**config.mk**
```make
export PLATFORM = sky130hd
export DESIGN_NAME = framebuffer_plotter_flat
export DESIGN_NICKNAME = d
export VERILOG_FILES = /design/src/rtl/plot_pkg.sv /design/src/rtl/framebuffer_plotter_if.sv /design/src/rtl/plot_fifo.sv /design/src/rtl/framebuffer_plotter.sv /design/src/flat_wrapper.sv
export SDC_FILE = /design/constraint.sdc
export NUM_CORES = 1
export LEC_CHECK = 0
export BUFFER_PORTS_ARGS = -buffer_cell sky130_fd_sc_hd__buf_2
export CAP_MARGIN = 20
export CORE_UTILIZATION = 55
export DETAILED_ROUTE_END_ITERATION = 10
export PLACE_DENSITY_LB_ADDON = 0.08
export SLEW_MARGIN = 20
export SYNTH_ARGS = -nofsm -noshare
export SYNTH_HDL_FRONTEND = slang
export SYNTH_SLANG_ARGS = --single-unit
```
**constraint.sdc**
```tcl
create_clock -name clk -period 3.7 [get_ports clk]
set_input_delay 0.185 -clock clk [delete_from_list [all_inputs] [get_ports clk]]
set_output_delay 0.185 -clock clk [all_outputs]
set_load 0.1 [all_outputs]
```
**src/rtl/plot_pkg.sv**
```systemverilog
// Shared types and constants for the sprite pixel plotter.
// Also holds the coordinate-to-address helper.
package plot_pkg;
    localparam int DEF_WIDTH  = 640;
    localparam int DEF_HEIGHT = 480;
    localparam int ADDR_W     = 19;
    localparam int COORD_W    = 11;

    typedef enum logic [1:0] {IDLE, FLUSH, CLEAR} plot_state_t;

    typedef struct packed {
        logic [COORD_W-1:0] x;
        logic [COORD_W-1:0] y;
        logic               color;
    } point_t;

    // y*width + x in ADDR_W bits; the 640-wide case avoids a multiplier.
    function automatic logic [ADDR_W-1:0] pix_addr(input logic [COORD_W-1:0] x,
                                                   input logic [COORD_W-1:0] y,
                                                   input int unsigned width);
        logic [ADDR_W-1:0] yy;
        yy = ADDR_W'(y);
        if (width == 640)
            return (yy << 9) + (yy << 7) + ADDR_W'(x);
        return ADDR_W'(yy * ADDR_W'(width)) + ADDR_W'(x);
    endfunction
endpackage

```
**src/rtl/framebuffer_plotter_if.sv**
```systemverilog
// Point stream from a drawer plus the 1-bpp framebuffer write port.
interface framebuffer_plotter_if;
    import plot_pkg::*;

    logic               in_valid;
    logic               in_ready;
    logic [COORD_W-1:0] in_x;
    logic [COORD_W-1:0] in_y;
    logic               in_color;
    logic               fb_we;
    logic               fb_ready;
    logic [ADDR_W-1:0]  fb_addr;
    logic               fb_data;

    modport slave (
        input  in_valid, in_x, in_y, in_color, fb_ready,
        output in_ready, fb_we, fb_addr, fb_data
    );

    modport master (
        output in_valid, in_x, in_y, in_color, fb_ready,
        input  in_ready, fb_we, fb_addr, fb_data
    );
endinterface

```
**src/rtl/plot_fifo.sv**
```systemverilog
// Synchronous point FIFO; pointers carry an extra wrap bit to tell full from empty.
module plot_fifo #(
    parameter int DEPTH = 8,
    parameter int W     = 23
) (
    input  logic         clk,
    input  logic         reset,
    input  logic         push,
    input  logic         pop,
    input  logic [W-1:0] din,
    output logic [W-1:0] dout,
    output logic         full,
    output logic         empty
);
    localparam int AW = $clog2(DEPTH);

    logic [W-1:0] mem [DEPTH];
    logic [AW:0]  wr_ptr;
    logic [AW:0]  rd_ptr;
    logic         do_push;
    logic         do_pop;

    assign empty   = (wr_ptr == rd_ptr);
    assign full    = (wr_ptr[AW] != rd_ptr[AW]) && (wr_ptr[AW-1:0] == rd_ptr[AW-1:0]);
    assign dout    = mem[rd_ptr[AW-1:0]];
    assign do_push = push && !full;
    assign do_pop  = pop && !empty;

    always_ff @(posedge clk) begin
        if (reset) begin
            wr_ptr <= '0;
            rd_ptr <= '0;
        end else begin
            if (do_push) wr_ptr <= wr_ptr + (AW+1)'(1);
            if (do_pop)  rd_ptr <= rd_ptr + (AW+1)'(1);
        end
    end

    always_ff @(posedge clk) begin
        if (do_push) mem[wr_ptr[AW-1:0]] <= din;
    end
endmodule

```
**src/rtl/framebuffer_plotter.sv**
```systemverilog
// Clips and queues drawer points, emits one framebuffer write per point,
// and runs the whole-screen clear sweep once queued points have drained.
module framebuffer_plotter
    import plot_pkg::*;
#(
    parameter int WIDTH  = DEF_WIDTH,
    parameter int HEIGHT = DEF_HEIGHT,
    parameter int DEPTH  = 8
) (
    input  logic                        clk,
    input  logic                        reset,
    framebuffer_plotter_if.slave        bus,
    input  logic                        clear_start,
    output logic                        clear_done,
    output logic                        busy,
    output logic [7:0]                  clip_count
);
    localparam logic [ADDR_W-1:0] LAST_ADDR = ADDR_W'(WIDTH*HEIGHT - 1);

    plot_state_t       state;
    point_t            in_pt;
    point_t            head;
    logic              fifo_full;
    logic              fifo_empty;
    logic              accept;
    logic              clipped;
    logic              grant;
    logic              load;
    logic              fb_we_r;
    logic [ADDR_W-1:0] fb_addr_r;
    logic              fb_data_r;

    assign in_pt   = '{x: bus.in_x, y: bus.in_y, color: bus.in_color};
    assign bus.in_ready = (state == IDLE) && !fifo_full && !reset;
    assign accept  = bus.in_valid && bus.in_ready;
    assign clipped = (int'(bus.in_x) >= WIDTH) || (int'(bus.in_y) >= HEIGHT);
    assign grant   = fb_we_r && bus.fb_ready;
    // Refill the output register whenever it is free or being emptied this cycle.
    assign load    = (state != CLEAR) && !fifo_empty && (!fb_we_r || grant);

    assign bus.fb_we   = fb_we_r;
    assign bus.fb_addr = fb_addr_r;
    assign bus.fb_data = fb_data_r;

    assign clear_done = !reset && (state == CLEAR) && grant && (fb_addr_r == LAST_ADDR);
    assign busy       = (state != IDLE) || !fifo_empty || fb_we_r;

    plot_fifo #(.DEPTH(DEPTH), .W($bits(point_t))) u_fifo (
        .clk   (clk),
        .reset (reset),
        .push  (accept && !clipped),
        .pop   (load),
        .din   (in_pt),
        .dout  (head),
        .full  (fifo_full),
        .empty (fifo_empty)
    );

    always_ff @(posedge clk) begin
        if (reset) begin
            state      <= IDLE;
            fb_we_r    <= 1'b0;
            fb_addr_r  <= '0;
            fb_data_r  <= 1'b0;
            clip_count <= '0;
        end else begin
            if (accept && clipped && clip_count != 8'hFF)
                clip_count <= clip_count + 8'd1;

            case (state)
                IDLE, FLUSH: begin
                    if (load) begin
                        fb_we_r   <= 1'b1;
                        fb_addr_r <= pix_addr(head.x, head.y, WIDTH);
                        fb_data_r <= head.color;
                    end else if (grant) begin
                        fb_we_r <= 1'b0;
                    end

                    if (state == IDLE && clear_start) begin
                        state <= FLUSH;
                    end else if (state == FLUSH && fifo_empty && !fb_we_r) begin
                        // First sweep write is presented the cycle CLEAR is entered.
                        state     <= CLEAR;
                        fb_we_r   <= 1'b1;
                        fb_addr_r <= '0;
                        fb_data_r <= 1'b0;
                    end
                end
                CLEAR: begin
                    if (grant) begin
                        if (fb_addr_r == LAST_ADDR) begin
                            fb_we_r <= 1'b0;
                            state   <= IDLE;
                        end else begin
                            fb_addr_r <= fb_addr_r + ADDR_W'(1);
                        end
                    end
                end
                default: state <= IDLE;
            endcase
        end
    end
endmodule
```
**src/flat_wrapper.sv**
```systemverilog
// flat-port wrapper written by rule: the top's interface ports become plain ports
module framebuffer_plotter_flat import plot_pkg::*;
#(
    parameter int WIDTH  = DEF_WIDTH,
    parameter int HEIGHT = DEF_HEIGHT,
    parameter int DEPTH  = 8
)
  (clk, reset, clear_start, clear_done, busy, clip_count, bus_in_valid, bus_in_x, bus_in_y, bus_in_color, bus_fb_ready, bus_in_ready, bus_fb_we, bus_fb_addr, bus_fb_data);
  framebuffer_plotter_if bus_i ();
  input  logic clk;
  input  logic reset;
  input  logic clear_start;
  output logic clear_done;
  output logic busy;
  output logic [7:0] clip_count;
  input wire logic [$bits(bus_i.in_valid)-1:0] bus_in_valid;
  input wire logic [$bits(bus_i.in_x)-1:0] bus_in_x;
  input wire logic [$bits(bus_i.in_y)-1:0] bus_in_y;
  input wire logic [$bits(bus_i.in_color)-1:0] bus_in_color;
  input wire logic [$bits(bus_i.fb_ready)-1:0] bus_fb_ready;
  output wire logic [$bits(bus_i.in_ready)-1:0] bus_in_ready;
  output wire logic [$bits(bus_i.fb_we)-1:0] bus_fb_we;
  output wire logic [$bits(bus_i.fb_addr)-1:0] bus_fb_addr;
  output wire logic [$bits(bus_i.fb_data)-1:0] bus_fb_data;
  assign bus_i.in_valid = bus_in_valid;
  assign bus_i.in_x = bus_in_x;
  assign bus_i.in_y = bus_in_y;
  assign bus_i.in_color = bus_in_color;
  assign bus_i.fb_ready = bus_fb_ready;
  assign bus_in_ready = bus_i.in_ready;
  assign bus_fb_we = bus_i.fb_we;
  assign bus_fb_addr = bus_i.fb_addr;
  assign bus_fb_data = bus_i.fb_data;
  framebuffer_plotter #(.WIDTH(WIDTH), .HEIGHT(HEIGHT), .DEPTH(DEPTH)) u_core (.clk(clk), .reset(reset), .bus(bus_i), .clear_start(clear_start), .clear_done(clear_done), .busy(busy), .clip_count(clip_count));
endmodule
```
==> results.md, run 1 <==
* Share of the synthesized area in the top cell type at 55.96%
* Most used routing layer: met2
* EDFF count, synth at 184
* Slew Viols, Final at 0
* HPWL Detailed at 12.83 mm
* Met3 Use GR at 3.729%
* GRT Residual Overflow at 0
* Maximum clock rate at 285.4 MHz
* Share of cells above drive strength 1 at 25.88%
* Hold Crit Class: input pin to register
* First-pass iteration count of the detailed router at 5
* Hold Crit Depth at 4
* Vias per Instance at 6.023
* Max stage delay on crit path at 510 ps
* Clock Tree Root: clkbuf_16
* Outcome: completed
* Port Buf Inserts at 59
* Max-slew headroom at 42.19%
* Most used DFF post-synth: edfxtp_1
* Most common cell after layout, fill and taps aside: edfxtp_1
* Commonest non-fill, non-tap cells in the layout: 184 x edfxtp_1, 59 x buf_2, 46 x mux4_2
* First-pass GRT wire length at 31.95 mm
* Final instance area at 0.01166 sq mm
* Pwr per Cell Area at 662.1 mW/mm^2
* Fin crit period at 3504 ps
* Peak supply drop at 516.0 uV
* Final worst path period share at 94.71%
* FF-to-FF setup slack at 200 ps
* Post-Syn Nets at 698
* Max FO, Critical Path at 19
* Synth top area cells: edfxtp_1 56%, mux4_2 10%, dfxtp_1 8.5%
* Clock tree buffer depth at 3
* Initial DRC count at 539
* Least-Margin Pin Slew at 867.1 ps
* Number of antenna repair diodes at 0
* FILL cells at 1,208
* Hold EP: u_core.bus.fb_we
* Top Family by Delay on Critical Path: compound AO/OA/AOI/OAI gates
* WS Path Type: register to register
* Fin nets at 804
* Static leakage at 3.936 nW
* Hold Startpoint: bus_fb_ready
* Reg-to-reg critical path endpoint: u_core.bus.fb_addr[18]
* Unrepaired setup endpoints after global routing: no
* Placed cells at 918
* Required @ worst endpoint at 4100 ps
* Antenna violations before repair at 0
* Drt total wl at 21.00 mm
* Clock transition at path regs at 60 ps
* Worst r2r path cells at 11
* Tot Pwr at 0.007718 W
* Via count at 5,963
* Clock Skew at 14.42 ps
* Critical Path Sink Type: register
* Number of clock sinks at 226
* GRT Overall Usage at 23.34%
* Worst-Skew Late Latency at 510 ps
* Met2 usage at 36.37%
* Die Area at 0.01849 sq mm
* Synth Instances at 644
* IO Pins at 60
* Seq/Total Area, Yosys at 64.47%
* FF+latch area at 0.006371 sq mm
* Core region area at 0.01742 sq mm
* CP Launch Type: register
* Max-cap violation count at 0
* Buf/Inv on CP at 1
* Area grow syn2layout at 18.04%
* Yosys cell types at 61
* Number of setup violations in the final report at 0
* Synthesized area at 0.009874 sq mm
* Ys Warns at 0
* Initial Util at 56.70%
* WL/cell at 21.21 um
* Post-route DRC at 0
* Vias in the first global route at 5,728
* CP max-delay cell: mux4_2
* Worst Path Arrival at 3910 ps
* FF+latch count, synth at 226
* Area of the multi-input gates at 0.003386 sq mm
* Synthesized area per cell at 15.33 sq um
* Largest net degree at the start of global routing at 39
* Cell Rows at 48
* Final cell count without fillers at 990
* Num CTS Buffers at 24
* Cell taking the most area after synthesis: edfxtp_1
* GRT met1 Usage at 33.15%
* Fraction of registers with async set/reset at 0%
* Hold Vio Cnt, Final at 0
* Cell Chain, Critical Path: buf_12 -> mux4_2 -> mux2_2 -> fa_1 -> ha_1 -> nor2b_1 -> o31a_1 -> o211ai_1 -> a21oi_1 -> nand3b_1 -> a211oi_1
* Htree depth at 1
* TritonCTS clock tree: done
* Die X at 136.0 um
* Chip Height at 136.0 um
* Placed inst area at 0.01056 sq mm
* Gpl congestion at 0.9002
* Post-DRT Antenna Nets at 0
==> timing repair <==
item,4_1_cts,5_1_grt
endpoints found under the setup margin,0,5
setup buffers,0,7
gates resized for setup,0,7
hold endpoints to repair,185,0
hold buffers,24,0
==> worst register-to-register path, cell delays in order, from the launching register on <==
cell and delay [ps]:
dfxtp_2 340, buf_12 180, mux4_2 510, mux2_2 340
fa_1 490, ha_1 360, nor2b_1 170, o31a_1 290
o211ai_1 230, a21oi_1 90, nand3b_1 160, a211oi_1 260
==> cells by family after synthesis <==
logic type | after synthesis | synth area share, %
xor gates and xnor gates | 31 | 2.750
muxes | 73 | 13.38
and+or+nand+nor | 161 | 8.198
DFF | 226 | 64.47
AOI/OAI and AO/OA | 86 | 5.905
adders and majority gates | 26 | 3.523
buffers and inverters | 41 | 1.774
==> power breakdown <==
| part | internal (W) | switching, W |
|---|---|---|
| clock network | 0.00143 | 0.000923 |
| registers | 0.00283 | 0.000145 |
| logic | 0.000903 | 0.00149 |
| total | 0.00516 | 0.00256 |
==> registers in the layout, summed over array words and instances, names as in the netlist, named ones only <==
signal and count:
u_core.bus.fb_we 1, u_core.u_fifo.wr_ptr 4, u_core.bus.fb_addr 19, u_core.bus.fb_data 1, u_core.state 2, u_core.clip_count 8
u_core.u_fifo.rd_ptr 4, u_core.u_fifo.mem 184
==> layer usage <==
metal	share of wire [%]	vias to the layer above
met5	0	-
met2	46	185
met1	45	2987
li1	-	2751
met4	3.1	0
met3	5.3	40
==> Yosys cell counts, drive strengths merged, types with 3 or more instances <==
library cell / number
o21a: 5
inv: 10
edfxtp: 184
nand2: 28
nand3: 22
a32o: 3
a31oi: 4
ha: 23
xor2: 12
xnor2: 19
dfxtp: 42
o21ai: 15
clkbuf: 19
nand4: 6
nor2: 49
mux4: 46
buf: 11
and2: 3
nor2b: 3
o22ai: 7
or3: 3
nor4: 7
a22oi: 8
mux2i: 15
a211oi: 4
mux2: 12
a21oi: 16
fa: 3
and3: 4
nand2b: 8
a21o: 3
nor3: 16
o211ai: 5
==> final cells by class <==
| type | count | area share, % |
|---|---|---|
| Sequential cell | 226 | 54.66 |
| Multi-Input combinational cell | 377 | 29.05 |
| Timing Repair Buffer | 110 | 6.859 |
| Clock buffer | 27 | 5.432 |
| Tap cell | 225 | 2.415 |
| Clock inverter | 14 | 1.234 |
| Inverter | 11 | 0.3542 |
==> metrics by stage <==
stage / utilization (%) / setup slack (ps) / TNS, ps / hold WS [ps]
after floorplan: - / -21.08 / -21.08 / 283.9
after global placement: 60.63 / 183.0 / 0 / 442.6
after detailed placement: 60.63 / 123.1 / 0 / 448.8
after CTS: 66.47 / 93.36 / 0 / 104.6
after global routing: 66.93 / 8.164 / 0 / 156.1
final: 66.93 / 195.6 / 0 / 129.1
==> worst max path at each step <==
stage | startpoint | endpoint | slack, ps | cells after the start
6_report | register | u_core.bus.fb_addr[18] | 200 | 11
5_1_grt | register | u_core.bus.fb_addr[18] | 8 | 11
4_1_cts | register | u_core.bus.fb_addr[15] | 90 | 12
3_5_place_dp | register | u_core.bus.fb_addr[16] | 120 | 11
3_3_place_gp | register | u_core.bus.fb_addr[16] | 180 | 11
2_1_floorplan | u_core.bus.fb_addr[0] | clear_done | -20 | 6
Note: power is estimated with default switching activity, not from simulation.
==> run 2, diff against run 1 <==
--- a/config.mk
+++ b/config.mk
@@ -7,7 +7,9 @@
 export LEC_CHECK = 0
 export BUFFER_PORTS_ARGS = -buffer_cell sky130_fd_sc_hd__buf_2
 export CAP_MARGIN = 20
-export CORE_UTILIZATION = 55
+export CELL_PAD_IN_SITES_DETAIL_PLACEMENT = 0
+export CELL_PAD_IN_SITES_GLOBAL_PLACEMENT = 2
+export CORE_UTILIZATION = 40
 export DETAILED_ROUTE_END_ITERATION = 10
 export PLACE_DENSITY_LB_ADDON = 0.08
 export SLEW_MARGIN = 20
==> run 2 against run 1 <==
Utilization shrank 19 points; register-to-register slack worse by 50 ps; clock skew decreased by 2.7 ps; clock power down 5%; die area rose by 37%; global-route usage fell by 4.8 points; design area up 0.43%; wire length grew 8.4%; first-iteration DRC count shrank 17%; critical path type unchanged; critical endpoint is now u_core.bus.fb_addr[14]; largest cell class unchanged.
==> results.md, run 2 (synthesis gave the netlist of run 1 again) <==
* Largest net degree at the start of global routing at 38 (-2.6%)
* Commonest non-fill, non-tap cells in the layout: 184 x edfxtp_1, 59 x buf_2, 46 x mux4_2
* Post-route DRC at 0 (unchanged)
* Die X at 159.1 um (+17%)
* Htree depth at 1 (unchanged)
* Drt total wl at 22.76 mm (+8.4%)
* Tot Pwr at 0.007667 W (-0.66%)
* Final cell count without fillers at 1,094 (+11%)
* Cell Rows at 57 (+19%)
* Outcome: completed
* Num CTS Buffers at 25 (+4.2%)
* Hold Vio Cnt, Final at 0 (unchanged)
* Maximum clock rate at 281.3 MHz (-1.4%)
* Die Area at 0.02532 sq mm (+37%)
* HPWL Detailed at 14.46 mm (+13%)
* Final worst path period share at 96.07% (+1.4 points)
* Via count at 5,831 (-2.2%)
* Antenna violations before repair at 0 (unchanged)
* First-pass iteration count of the detailed router at 4 (-1)
* Fin crit period at 3555 ps (+50.24 ps)
* Clock Skew at 11.74 ps (-2.671 ps)
* Worst-Skew Late Latency at 530 ps (+20 ps)
* Number of antenna repair diodes at 0 (unchanged)
* Clock share of power at 29.2% (-1.3 points)
* Area grow syn2layout at 18.55%
* Most common cell after layout, fill and taps aside: edfxtp_1
* Max FO, Critical Path at 6 (-13)
* Required @ worst endpoint at 4120 ps (+20 ps)
* Core region area at 0.02425 sq mm (+39%)
* Net Sw Frac at 35.02% (+1.9 points)
* Gpl congestion at 0.7455 (-17%)
* Gate power share at 31.8% (+0.8 points)
* Static leakage at 3.910 nW (-0.68%)
* Unrepaired setup endpoints after global routing: no
* Clock transition at path regs at 60 ps (about the same)
* Worst Path Arrival at 3970 ps (+60 ps)
* Max-cap violation count at 0 (unchanged)
* Slew Viols, Final at 0 (unchanged)
* GRT Residual Overflow at 0 (unchanged)
* Share of cells above drive strength 1 at 25.58% (-0.30 points)
* Max FFs per register at 184 (unchanged)
* IO Pins at 60 (unchanged)
* Chip Height at 159.1 um (+17%)
* Vias in the first global route at 6,110 (+6.7%)
* Initial Util at 40.72% (-16 points)
* Hold WS at 124.5 ps (-4.593 ps)
* Vias per Instance at 5.330 (-12%)
* Pwr per Cell Area at 655.0 mW/mm^2 (-1.1%)
* Setup ws final at 145.4 ps (-50.24 ps)
* WS Path Type: register to register
* Internal at 0.004982 W (-3.5%)
* Dpl ws at 132.9 ps (+9.798 ps)
* Port Buf Inserts at 59 (unchanged)
* Number of setup violations in the final report at 0 (unchanged)
* Hold Crit Class: input pin to register
* Seq pwr share at 39.0% (+0.4 points)
* Initial DRC count at 445 (-17%)
* CP Launch Type: register
* Peak supply drop at 620.4 uV (+20%)
* Clock Tree Root: clkbuf_16
* Least-Margin Pin Slew at 886.1 ps (+18.95 ps)
* First-pass GRT wire length at 36.07 mm (+13%)
* Post-DRT Antenna Nets at 0 (unchanged)
* Placed cells at 1,022 (+11%)
* Max-slew headroom at 40.93% (-1.3 points)
* Clock tree buffer depth at 3 (unchanged)
* TritonCTS clock tree: done
* Sw power at 0.002685 W (+5.0%)
* GRT Overall Usage at 18.57% (-4.8 points)
* FILL cells at 2,144 (+77%)
* WL/cell at 20.80 um (-1.9%)
* Number of clock sinks at 226 (unchanged)
* Critical Path Sink Type: register
* Fin nets at 805 (+0.12%)
==> run 2: cell count changes in the layout (fill, tap and decap cells not counted), sizes merged <==
cell,previous run,this run
bufinv,3,0
clkbuf,27,32
clkinv,9,13
clkinvlp,2,1
==> run 2: what timing repair did <==
item | CTS | global route
gates resized for setup | 0 | 6
hold buffers | 24 | 0
hold endpoints to repair | 185 | 0
endpoints found under the setup margin | 0 | 4
setup buffers | 0 | 2
==> run 2: per-layer routing <==
metal	track usage [%]	wire length, um
met3	2.943	1173
met2	30.80	10890
met4	4.589	499
met5	0	0
met1	25.62	10200
==> run 2: layout make-up <==
type | instances | area [sq um] | area share, %
Tap cell | 324 | 405.4 | 3.463
Multi-Input combinational cell | 377 | 3383 | 28.90
Sequential cell | 226 | 6374 | 54.45
Clock buffer | 32 | 651.9 | 5.569
Clock inverter | 14 | 80.08 | 0.6841
Timing Repair Buffer | 110 | 770.7 | 6.584
Inverter | 11 | 41.29 | 0.3527
==> run 2: stage by stage <==
step / TNS [ps] / cell area, sq um / util (%)
6_report: 0 / 11710 / 48.28
5_1_grt: 0 / 11710 / 48.28
4_1_cts: 0 / 11670 / 48.12
3_5_place_dp: 0 / 10700 / 44.11
3_3_place_gp: 0 / 10700 / 44.11
2_1_floorplan: -21.08 / 9908 / -
==> run 2: power groups by stage <==
stage          sequential [W]  clock [W]  combinational, W
2_1_floorplan         0.00341          0           0.00144
3_3_place_gp          0.00304          0           0.00240
3_5_place_dp          0.00304          0           0.00240
4_1_cts               0.00299    0.00230           0.00243
5_1_grt               0.00301    0.00240           0.00265
6_report              0.00299    0.00224           0.00244
==> run 2: final timing paths <==
path / cells after the start / from / end / slack [ps]
setup / recovery: 12 / register / u_core.bus.fb_addr[14] / 150
hold reg to reg: 1 / u_core.clip_count[2] / u_core.clip_count[2] / 490
setup reg to reg: 12 / register / u_core.bus.fb_addr[14] / 150
hold / removal: 4 / bus_fb_ready / u_core.bus.fb_we / 120
==> run 2: critical path: stages, from the launching register on <==
cell and delay, ps:
dfxtp_4 400, buf_12 140, mux4_2 490, mux2_2 340
fa_1 490, ha_1 360, nor2b_1 170, o31a_1 360
buf_4 160, o21a_1 160, nor3_1 140, nand3b_1 160
nand3_1 80
==> run 3, diff against run 2 <==
--- a/config.mk
+++ b/config.mk
@@ -9,10 +9,10 @@
 export CAP_MARGIN = 20
 export CELL_PAD_IN_SITES_DETAIL_PLACEMENT = 0
 export CELL_PAD_IN_SITES_GLOBAL_PLACEMENT = 2
+export CORE_MARGIN = 2
 export CORE_UTILIZATION = 40
 export DETAILED_ROUTE_END_ITERATION = 10
 export PLACE_DENSITY_LB_ADDON = 0.08
-export SLEW_MARGIN = 20
 export SYNTH_ARGS = -nofsm -noshare
 export SYNTH_HDL_FRONTEND = slang
 export SYNTH_SLANG_ARGS = --single-unit
==> run 3 against run 2 <==
Combinational power about the same; critical endpoint is now u_core.bus.fb_addr[16]; design area is 0.58% higher; global-route usage decreased by 0.43 points; clock skew up 2.0 ps; total power grew 2.2%; sequential share of layout area down 0.33 points; largest power group unchanged; largest cell class unchanged; non-clock buffer count is 4 lower; wire length grew 0.62%; maximum frequency rose by 2.8%; register-to-register slack improved by 97 ps.
==> results.md, run 3 (synthesis gave the netlist of run 1 again) <==
* Outcome: completed
* Clock transition at path regs at 60 ps (about the same)
* Clock Skew at 13.77 ps (+2.029 ps)
* Commonest non-fill, non-tap cells in the layout: 184 x edfxtp_1, 59 x buf_2, 46 x mux4_2
* Largest net degree at the start of global routing at 38 (unchanged)
* Max FO, Critical Path at 16 (+10)
* Clock Tree Root: clkbuf_16
* Critical Path Sink Type: register
* Worst r2r path cells at 11 (-1)
* Reg-to-reg critical path endpoint: u_core.bus.fb_addr[16]
* Gpl congestion at 0.7415 (-0.54%)
* Port Buf Inserts at 59 (unchanged)
* Vias in the first global route at 6,089 (-0.34%)
* Vias per Instance at 5.406 (+1.4%)
* CP Launch Type: register
* Max FFs per register at 184 (unchanged)
* FILL cells at 2,110 (-1.6%)
* Hold Crit Depth at 1 (-3)
* Htree depth at 1 (unchanged)
* Clock tree buffer depth at 3 (unchanged)
* Required @ worst endpoint at 4080 ps (-40 ps)
* GRT Overall Usage at 18.13% (-0.43 points)
* TritonCTS clock tree: done
* Core region area at 0.02425 sq mm (unchanged)
* Initial Util at 40.72% (unchanged)
* Peak supply drop at 510.7 uV (-18%)
* FF-to-FF setup slack at 240 ps (+100 ps)
* Maximum clock rate at 289.2 MHz (+2.8%)
* WS Path Type: register to register
* Dpl ws at 99.80 ps (-33.13 ps)
* Num CTS Buffers at 25 (unchanged)
* Number of clock sinks at 226 (unchanged)
* IO Pins at 60 (unchanged)
* Setup TNS at 0 ps (unchanged)
* Max-cap violation count at 0 (unchanged)
* Chip Height at 161.1 um (+1.3%)
* Setup ws final at 242.1 ps (+96.76 ps)
* Hold EP: u_core.u_fifo.mem[0][11]
* Tot Pwr at 0.007834 W (+2.2%)
* Drt total wl at 22.90 mm (+0.62%)
* Die X at 161.1 um (+1.3%)
* Post-DRT Antenna Nets at 0 (unchanged)
* Hold Crit Class: input pin to register
* Fin nets at 801 (-0.50%)
* Die Area at 0.02596 sq mm (+2.5%)
* Final cell count without fillers at 1,088 (-0.55%)
* Max-slew headroom at 40.43% (-0.50 points)
* Unrepaired setup endpoints after global routing: no
* Share of cells above drive strength 1 at 25.92% (+0.33 points)
* Initial DRC count at 355 (-20%)
* First-pass GRT wire length at 36.21 mm (+0.38%)
* Number of antenna repair diodes at 0 (unchanged)
* Slew Viols, Final at 0 (unchanged)
* Post-route DRC at 0 (unchanged)
* WL/cell at 21.05 um (+1.2%)
* Placed cells at 1,018 (-0.39%)
* Antenna violations before repair at 0 (unchanged)
* Worst-Skew Late Latency at 520 ps (about the same)
* Most common cell after layout, fill and taps aside: edfxtp_1
* HPWL Detailed at 14.56 mm (+0.73%)
* GRT Residual Overflow at 0 (unchanged)
* Static leakage at 3.922 nW (+0.32%)
* Via count at 5,882 (+0.87%)
* Hold Vio Cnt, Final at 0 (unchanged)
* Worst Path Arrival at 3840 ps (-130 ps)
* Fin crit period at 3458 ps (-96.76 ps)
* Final worst path period share at 93.46% (-2.6 points)
* Cell Rows at 57 (unchanged)
* Least-Margin Pin Slew at 893.6 ps (+7.505 ps)
* Hold Startpoint: bus_in_y[10]
* Number of setup violations in the final report at 0 (unchanged)
* Pwr per Cell Area at 665.4 mW/mm^2 (+1.6%)
* Area grow syn2layout at 19.23%
* First-pass iteration count of the detailed router at 4 (unchanged)
## run 3: repair_timing
| action | in CTS | in global routing |
|---|---|---|
| hold endpoints to repair | 171 | 0 |
| hold buffers | 23 | 0 |
| buffers inserted | 0 | 3 |
| gates resized for setup | 0 | 7 |
| setup endpoints to repair | 0 | 3 |
## run 3: how the worst max path moves through the flow
stage	to	cells past startpoint	from
CTS	u_core.bus.fb_addr[16]	11	register
detailed placement	u_core.bus.fb_addr[16]	11	register
finish	u_core.bus.fb_addr[16]	11	register
global placement	u_core.bus.fb_addr[16]	11	register
floorplan	clear_done	6	u_core.bus.fb_addr[0]
global route	u_core.bus.fb_addr[15]	12	register
## run 3: where the power goes
group | internal [W] | switching, W | total (W) | leakage, nW
clock network | 0.00144 | 0.000970 | 0.00241 | 0.384
registers | 0.00283 | 0.000150 | 0.00298 | 1.99
logic | 0.000894 | 0.00155 | 0.00245 | 1.54
total | 0.00516 | 0.00267 | 0.00783 | 3.92
## run 3: stage by stage
step	util, %	instance area [sq um]	hold slack, ps
final	48.56	11770	21.59
after floorplan	-	9908	283.9
after global placement	44.09	10690	438.6
after CTS	48.33	11720	13.21
after global routing	48.56	11770	28.83
after detailed placement	44.09	10690	462.2
## run 3: cell type report
| class | count | area, sq um | share of cell area (%) |
|---|---|---|---|
| Clock buffer | 26 | 629.4 | 5.345 |
| Clock inverter | 18 | 167.7 | 1.424 |
| Inverter | 11 | 41.29 | 0.3507 |
| Multi-Input combinational cell | 377 | 3403 | 28.91 |
| Sequential cell | 226 | 6371 | 54.11 |
| Tap cell | 324 | 405.4 | 3.443 |
| Timing Repair Buffer | 106 | 755.7 | 6.419 |
## run 3: layer usage
metal	GRT usage [%]	part of all wire, %	up-vias	wire (um)
met4	3.937	1.5	0	340
met3	2.825	4.7	25	1082
met5	0	0	-	0
met1	25.85	46	2953	10630
met2	29.69	47	151	10840
li1	-	-	2753	-
## run 3: critical path: stages, from the launching register on
cell and delay [ps]:
dfxtp_2 380, buf_12 190, mux4_2 520, mux2i_1 230, fa_2 520, fa_1 480, nor2b_2 150, o31a_1 240
o2111ai_1 150, and3_1 210, o211ai_1 160, a31oi_1 100
